--- src/rtl/uart_pkg.sv ---
// Shared UART definitions: FSM encoding, parity-type constants, default width
// and prescale helpers used by both TX and RX blocks.
package uart_pkg;

  localparam int unsigned DEFAULT_DATA_WIDTH = 8;
  localparam int unsigned PRESCALE_W         = 6;

  localparam logic PAR_EVEN = 1'b0;
  localparam logic PAR_ODD  = 1'b1;

  typedef enum logic [2:0] {
    IDLE   = 3'd0,
    START  = 3'd1,
    DATA   = 3'd2,
    PARITY = 3'd3,
    STOP   = 3'd4
  } uart_state_e;

  // Last tick index of a bit; a prescale of 0 behaves like 1.
  function automatic logic [PRESCALE_W-1:0] tick_limit(input logic [PRESCALE_W-1:0] prescale);
    return (prescale == '0) ? '0 : prescale - PRESCALE_W'(1);
  endfunction

endpackage

--- src/rtl/uart_tx_if.sv ---
// Parallel-side request bundle and serial outputs of the UART transmitter.
interface uart_tx_if
  import uart_pkg::*;
#(
  parameter int unsigned DATA_WIDTH = DEFAULT_DATA_WIDTH
) ();

  logic [DATA_WIDTH-1:0] p_data;
  logic                  data_valid;
  logic                  par_en;
  logic                  par_typ;
  logic [PRESCALE_W-1:0] prescale;
  logic                  tx_out;
  logic                  busy;

  modport master (
    output p_data, data_valid, par_en, par_typ, prescale,
    input  tx_out, busy
  );

  modport slave (
    input  p_data, data_valid, par_en, par_typ, prescale,
    output tx_out, busy
  );

endinterface

--- src/rtl/tx_bit_timer.sv ---
// Per-bit tick counter: flags the last tick of each serial bit and counts bits
// within the current FSM state; start restarts both from zero.
module tx_bit_timer
  import uart_pkg::*;
#(
  parameter int unsigned IDX_W = 4
) (
  input  logic                  clk,
  input  logic                  rst,
  input  logic                  start,
  input  logic                  run,
  input  logic [PRESCALE_W-1:0] limit,
  output logic                  bit_done,
  output logic [IDX_W-1:0]      bit_index
);

  logic [PRESCALE_W-1:0] cnt;

  // bit_done is registered one tick early so it is high exactly while cnt == limit.
  always_ff @(posedge clk or posedge rst) begin
    if (rst) begin
      cnt       <= '0;
      bit_done  <= 1'b0;
      bit_index <= '0;
    end else if (start) begin
      cnt       <= '0;
      bit_done  <= (limit == '0);
      bit_index <= '0;
    end else if (run) begin
      if (bit_done) begin
        cnt       <= '0;
        bit_done  <= (limit == '0);
        bit_index <= bit_index + IDX_W'(1);
      end else begin
        cnt       <= cnt + PRESCALE_W'(1);
        bit_done  <= (PRESCALE_W'(cnt + PRESCALE_W'(1)) == limit);
      end
    end else begin
      cnt       <= '0;
      bit_done  <= 1'b0;
      bit_index <= '0;
    end
  end

endmodule

--- src/rtl/uart_tx.sv ---
// UART transmitter: start bit, LSB-first payload, optional parity, stop bit,
// with back-to-back acceptance on the last tick of the stop bit.
module uart_tx
  import uart_pkg::*;
#(
  parameter int unsigned DATA_WIDTH = DEFAULT_DATA_WIDTH
) (
  input  logic     clk_based_on_prescale,
  input  logic     asy_reset,
  uart_tx_if.slave bus
);

  localparam int unsigned IDX_W = $clog2(DATA_WIDTH + 1);

  uart_state_e           state;
  logic [DATA_WIDTH-1:0] shreg;
  logic                  par_bit;
  logic                  par_en_q;
  logic [PRESCALE_W-1:0] ps_q;
  logic                  tx_line;
  logic                  busy_q;

  logic                  bit_done;
  logic [IDX_W-1:0]      bit_index;

  logic                  accept_c;
  logic                  last_bit_c;
  logic                  restart_c;
  logic [PRESCALE_W-1:0] limit_c;

  assign accept_c   = bus.data_valid && ((state == IDLE) || ((state == STOP) && bit_done));
  assign last_bit_c = (bit_index == IDX_W'(DATA_WIDTH - 1));
  // Timer restarts on every state change so bit_index counts bits of the current state only.
  assign restart_c  = accept_c || (bit_done && ((state != DATA) || last_bit_c));
  assign limit_c    = accept_c ? tick_limit(bus.prescale) : tick_limit(ps_q);

  tx_bit_timer #(
    .IDX_W (IDX_W)
  ) u_timer (
    .clk       (clk_based_on_prescale),
    .rst       (asy_reset),
    .start     (restart_c),
    .run       (state != IDLE),
    .limit     (limit_c),
    .bit_done  (bit_done),
    .bit_index (bit_index)
  );

  always_ff @(posedge clk_based_on_prescale or posedge asy_reset) begin
    if (asy_reset) begin
      state    <= IDLE;
      shreg    <= '0;
      par_bit  <= 1'b0;
      par_en_q <= 1'b0;
      ps_q     <= '0;
      tx_line  <= 1'b1;
      busy_q   <= 1'b0;
    end else if (accept_c) begin
      state    <= START;
      shreg    <= bus.p_data;
      par_bit  <= (^bus.p_data) ^ (bus.par_typ == PAR_ODD);
      par_en_q <= bus.par_en;
      ps_q     <= bus.prescale;
      tx_line  <= 1'b0;
      busy_q   <= 1'b1;
    end else begin
      case (state)
        IDLE: begin
          tx_line <= 1'b1;
          busy_q  <= 1'b0;
        end
        START: begin
          if (bit_done) begin
            state   <= DATA;
            tx_line <= shreg[0];
            shreg   <= shreg >> 1;
          end
        end
        DATA: begin
          if (bit_done) begin
            if (last_bit_c) begin
              state   <= par_en_q ? PARITY : STOP;
              tx_line <= par_en_q ? par_bit : 1'b1;
            end else begin
              tx_line <= shreg[0];
              shreg   <= shreg >> 1;
            end
          end
        end
        PARITY: begin
          if (bit_done) begin
            state   <= STOP;
            tx_line <= 1'b1;
          end
        end
        STOP: begin
          if (bit_done) begin
            state   <= IDLE;
            tx_line <= 1'b1;
            busy_q  <= 1'b0;
          end
        end
        default: begin
          state   <= IDLE;
          tx_line <= 1'b1;
          busy_q  <= 1'b0;
        end
      endcase
    end
  end

  assign bus.tx_out = tx_line;
  assign bus.busy   = busy_q;

endmodule

--- src/flat_wrapper.sv ---
// flat-port wrapper written by rule: the top's interface ports become plain ports
module uart_tx_flat import uart_pkg::*;
#(
  parameter int unsigned DATA_WIDTH = DEFAULT_DATA_WIDTH
)
  (clk_based_on_prescale, asy_reset, bus_p_data, bus_data_valid, bus_par_en, bus_par_typ, bus_prescale, bus_tx_out, bus_busy);
  uart_tx_if #(.DATA_WIDTH(DATA_WIDTH)) bus_i ();
  input  logic clk_based_on_prescale;
  input  logic asy_reset;
  input wire logic [$bits(bus_i.p_data)-1:0] bus_p_data;
  input wire logic [$bits(bus_i.data_valid)-1:0] bus_data_valid;
  input wire logic [$bits(bus_i.par_en)-1:0] bus_par_en;
  input wire logic [$bits(bus_i.par_typ)-1:0] bus_par_typ;
  input wire logic [$bits(bus_i.prescale)-1:0] bus_prescale;
  output wire logic [$bits(bus_i.tx_out)-1:0] bus_tx_out;
  output wire logic [$bits(bus_i.busy)-1:0] bus_busy;
  assign bus_i.p_data = bus_p_data;
  assign bus_i.data_valid = bus_data_valid;
  assign bus_i.par_en = bus_par_en;
  assign bus_i.par_typ = bus_par_typ;
  assign bus_i.prescale = bus_prescale;
  assign bus_tx_out = bus_i.tx_out;
  assign bus_busy = bus_i.busy;
  uart_tx #(.DATA_WIDTH(DATA_WIDTH)) u_core (.clk_based_on_prescale(clk_based_on_prescale), .asy_reset(asy_reset), .bus(bus_i));
endmodule
--- config.mk ---
export PLATFORM = sky130hd
export DESIGN_NAME = uart_tx_flat
export DESIGN_NICKNAME = d
export VERILOG_FILES = /design/src/rtl/uart_pkg.sv /design/src/rtl/uart_tx_if.sv /design/src/rtl/tx_bit_timer.sv /design/src/rtl/uart_tx.sv /design/src/flat_wrapper.sv
export SDC_FILE = /design/constraint.sdc
export NUM_CORES = 1
export LEC_CHECK = 0
export CORE_MARGIN = 1.5
export CORE_UTILIZATION = 61
export DETAILED_ROUTE_END_ITERATION = 8
export PLACE_DENSITY_LB_ADDON = 0.2
export REMOVE_ABC_BUFFERS = 1
export SETUP_SLACK_MARGIN = 0.5
export SKIP_CTS_REPAIR_TIMING = 1
export SLEW_MARGIN = 20
export SYNTH_ARGS = -nofsm -noshare
export SYNTH_HDL_FRONTEND = slang
export SYNTH_HIERARCHICAL = 1
export SYNTH_SLANG_ARGS = --single-unit
--- constraint.sdc ---
create_clock -name clk_based_on_prescale -period 4.3 [get_ports clk_based_on_prescale]
set_input_delay 0.43 -clock clk_based_on_prescale [delete_from_list [all_inputs] [get_ports clk_based_on_prescale]]
set_output_delay 0.43 -clock clk_based_on_prescale [all_outputs]
set_load 0.02 [all_outputs]
==> flow_metrics.tcl <==
set metrics [dict create \
    r2r_cells 7 \
    tritoncts_buffer_count 5 \
    detail_route.drc_violations 0 \
    first_pass_grt_wire_length_mm 6.63 \
    timing.rr.end "u_core/u_timer/bit_done$_DFF_PP0_" \
    pre_cts_slack_ns 1.14 \
    total_congestion_overflow 0 \
    setup_repair_after_global_routing_missed_its_margin "false" \
    power_density_mw_per_mm2 671 \
    synth_enable_flop_cells 0 \
    share_of_the_synthesized_area_in_compound_gates_ao_oa_aoi_oai_pct 13.9 \
    cts_sinks 32 \
    clk_latency_ns 0.33 \
    worst_clock_skew_ns 0.00936 \
    design.final.nets 274 \
    route.vias.total 1642 \
    pin_count_of_the_biggest_net_entering_global_routing 22 \
    die_area_sq_mm 0.00371 \
    drt_pass1_iterations 4 \
    placement.cell_area_sq_mm 0.00225 \
    path_delay_family "simple AND/OR/NAND/NOR gates" \
    grt_antenna_before_repair 0 \
    crit_path_frequent_cell "sky130_fd_sc_hd__or4_1" \
    synth.top_cell.area_share_pct 38.0 \
    yosys_register_bits 32 \
    placement.io_buffers 20 \
    final_period_minus_worst_setup_slack_ns 3.01 \
    fin_area_sq_mm 0.00232 \
    synth_cell_type_count 43 \
    launch_point_of_the_worst_path "u_core/u_timer/bit_done$_DFF_PP0_" \
    r2r_slack_ns 1.29 \
    synthArstFlopShare_pct 100 \
    postSynth.topFlopCell "sky130_fd_sc_hd__dfrtp_1" \
    cts_tree "built" \
    drv_slew 0 \
    synth.yosys.warnings 6 \
    timing.final.hold_violations 0 \
    cp_slowest_stage_delay_ns 0.63 \
    groute.usage.overall_pct 24.2 \
    holdCritPathClass "in2async" \
    numPlacedInstances 286 \
    synth_cells 232 \
    die_h_microns 60.9 \
    syn-mean-instance-area_sq_um 8.81 \
    max_freq_ghz 0.333 \
    end_kind "register" \
    timing.critical_path.from_type "register" \
    drt-vias-per-instance 5.59 \
    antennaDiodeCount 0 \
    htree_levels 2 \
    core-area_sq_mm 0.00313 \
    crit_chain "nor2b_1 -> or3_1 -> nand2_1 -> o22ai_1 -> or4_1 -> or4_1 -> o41ai_2" \
    timing.max_cap.violations 0 \
    post_synth_fa_ha_maj_area_fraction_pct 3.67 \
    initial_core_util_pct 65.3 \
    relative_max_transition_margin_pct 46.0 \
    mostFrequentLayoutCell "sky130_fd_sc_hd__nand2_1" \
    xor_xnor_share_of_the_synthesized_area_pct 12.7 \
    synthToLayoutAreaGrowth_pct 13.7 \
    critPathArrivalTime_ns 3.25 \
    worst-path-stages 7 \
    dominant_combinational_cell_family_by_area_after_synthesis "simple AND/OR/NAND/NOR gates" \
    setup_tns_ns 0 \
    wl_per_cell_microns 13.4 \
    final_core_util_pct 74.3 \
    layout_common_cells "sky130_fd_sc_hd__nand2_1 (34), sky130_fd_sc_hd__dfrtp_1 (31), sky130_fd_sc_hd__nor2_1 (23), sky130_fd_sc_hd__clkdlybuf4s50_1 (20), sky130_fd_sc_hd__xnor2_1 (14)" \
    leakage_nw 1.01 \
    cpMaxStageDelayCell "sky130_fd_sc_hd__dfrtp_1" \
    final.setup.worst_slack_ns 1.29 \
    setup-violations-final 0 \
    antenna_violating_nets_post_route 0 \
    wirelength_mm 3.93 \
    final_min_period_over_clock_period_pct 69.9 \
    top_level_ports 21 \
    fp-row-count 20 \
    num-fill-cells 242 \
    synthMuxAreaShare_pct 0.980 \
    number_of_global_route_vias_before_repair 1550 \
    detailedRoute.firstIterationViolations 72 \
    total_power_mw 1.56 \
    worst-path-buf-inv 0 \
    clkSlewWorstSetupHoldPaths_ns 0.11 \
    yosysSeqAreaShare_pct 39.3 \
    layout-drive-gt1-share_pct 6.00 \
    path_class "reg2reg" \
    status "finished, final reports clean" \
    holdWs_ns 0.398 \
    vdd_ir_drop_max_mv 0.455 \
    crit-reg2reg-launch "u_core/u_timer/bit_done$_DFF_PP0_" \
    ctsRootBufferMaster "sky130_fd_sc_hd__clkbuf_4" \
    clock_tree.buffer_depth 2 \
    synth_top_cell_by_area "sky130_fd_sc_hd__dfrtp_1" \
    synthesis.area_sq_mm 0.00204 \
    layoutNonFillerInstCount 294 \
    die_width_microns 60.9 \
    crit_path_end "u_core/u_timer/bit_done$_DFF_PP0_" \
    cp_max_fo 16 \
    max_slew.worst_pin.slew_ns 0.809 \
    post-dp-hpwl_mm 2.87 \
    yosys.area_share.simple_pct 24.2 \
    cp.required_ns 4.54 \
    leading_cell_types_by_total_area_after_synthesis "sky130_fd_sc_hd__dfrtp_1 (38%), sky130_fd_sc_hd__nand2_1 (6.2%), sky130_fd_sc_hd__xnor2_1 (6.0%)" \
    globalplace.congestion 0.898 \
]
## state kept, by name (all words and copies together), names as in the netlist
register                  cells
u_core/bus.busy               1
u_core/bus.tx_out             1
u_core/par_en_q               1
u_core/par_bit                1
u_core/ps_q                   6
u_core/u_timer/cnt            6
u_core/u_timer/bit_done       1
u_core/state                  3
u_core/shreg                  8
u_core/u_timer/bit_index      4
## layer usage
| layer | track usage, % | part of all wire (%) |
|---|---|---|
| met3 | 4.48 | 3.5 |
| met2 | 39.5 | 46 |
| met4 | 7.45 | 1.1 |
| met1 | 32.8 | 49 |
| met5 | 0 | 0 |
## cell type report
cell class	instances	area, sq um	area share [%]
multi-input combinational	177	1140	48.9
sequential	32	802	34.5
timing repair buffer	21	208	8.94
tap	44	55.1	2.37
inverter	12	45.0	1.94
clock buffer	6	41.3	1.78
clock inverter	2	35.0	1.51
## worst min-delay path by stage
stage                                from                                end  slack [ns]
3_5_place_dp   u_core/par_bit$_DFFE_PP0P_         u_core/par_bit$_DFFE_PP0P_        0.50
4_1_cts                         asy_reset    u_core/u_timer/cnt[5]$_DFF_PP0_        0.41
2_1_floorplan                   asy_reset  u_core/u_timer/bit_done$_DFF_PP0_        0.28
6_report                        asy_reset    u_core/u_timer/cnt[5]$_DFF_PP0_        0.40
5_1_grt                         asy_reset    u_core/u_timer/cnt[5]$_DFF_PP0_        0.45
3_3_place_gp   u_core/par_bit$_DFFE_PP0P_         u_core/par_bit$_DFFE_PP0P_        0.46
## cell usage after synthesis, types with 6 or more instances
cell / number
sky130_fd_sc_hd__nor3_1: 7
sky130_fd_sc_hd__xnor2_1: 14
sky130_fd_sc_hd__ha_1: 6
sky130_fd_sc_hd__o21ai_0: 7
sky130_fd_sc_hd__buf_2: 6
sky130_fd_sc_hd__xor2_1: 13
sky130_fd_sc_hd__dfrtp_1: 31
sky130_fd_sc_hd__nand2_1: 34
sky130_fd_sc_hd__inv_1: 12
sky130_fd_sc_hd__a21oi_1: 9
sky130_fd_sc_hd__o22ai_1: 6
sky130_fd_sc_hd__nor2_1: 23
## logic make-up after synthesis
kind of cell	Yosys count
and+or+nand+nor	100
AOI/OAI and AO/OA	41
DFF	32
xor gates and xnor gates	28
buffers and inverters	23
adders and majority gates	6
muxes	2
## power by group
part	total (mW)	switching [mW]	internal, mW
combinational	0.794	0.434	0.360
clock	0.226	0.104	0.122
sequential	0.539	0.121	0.419
(Power assumes the default switching activity.)
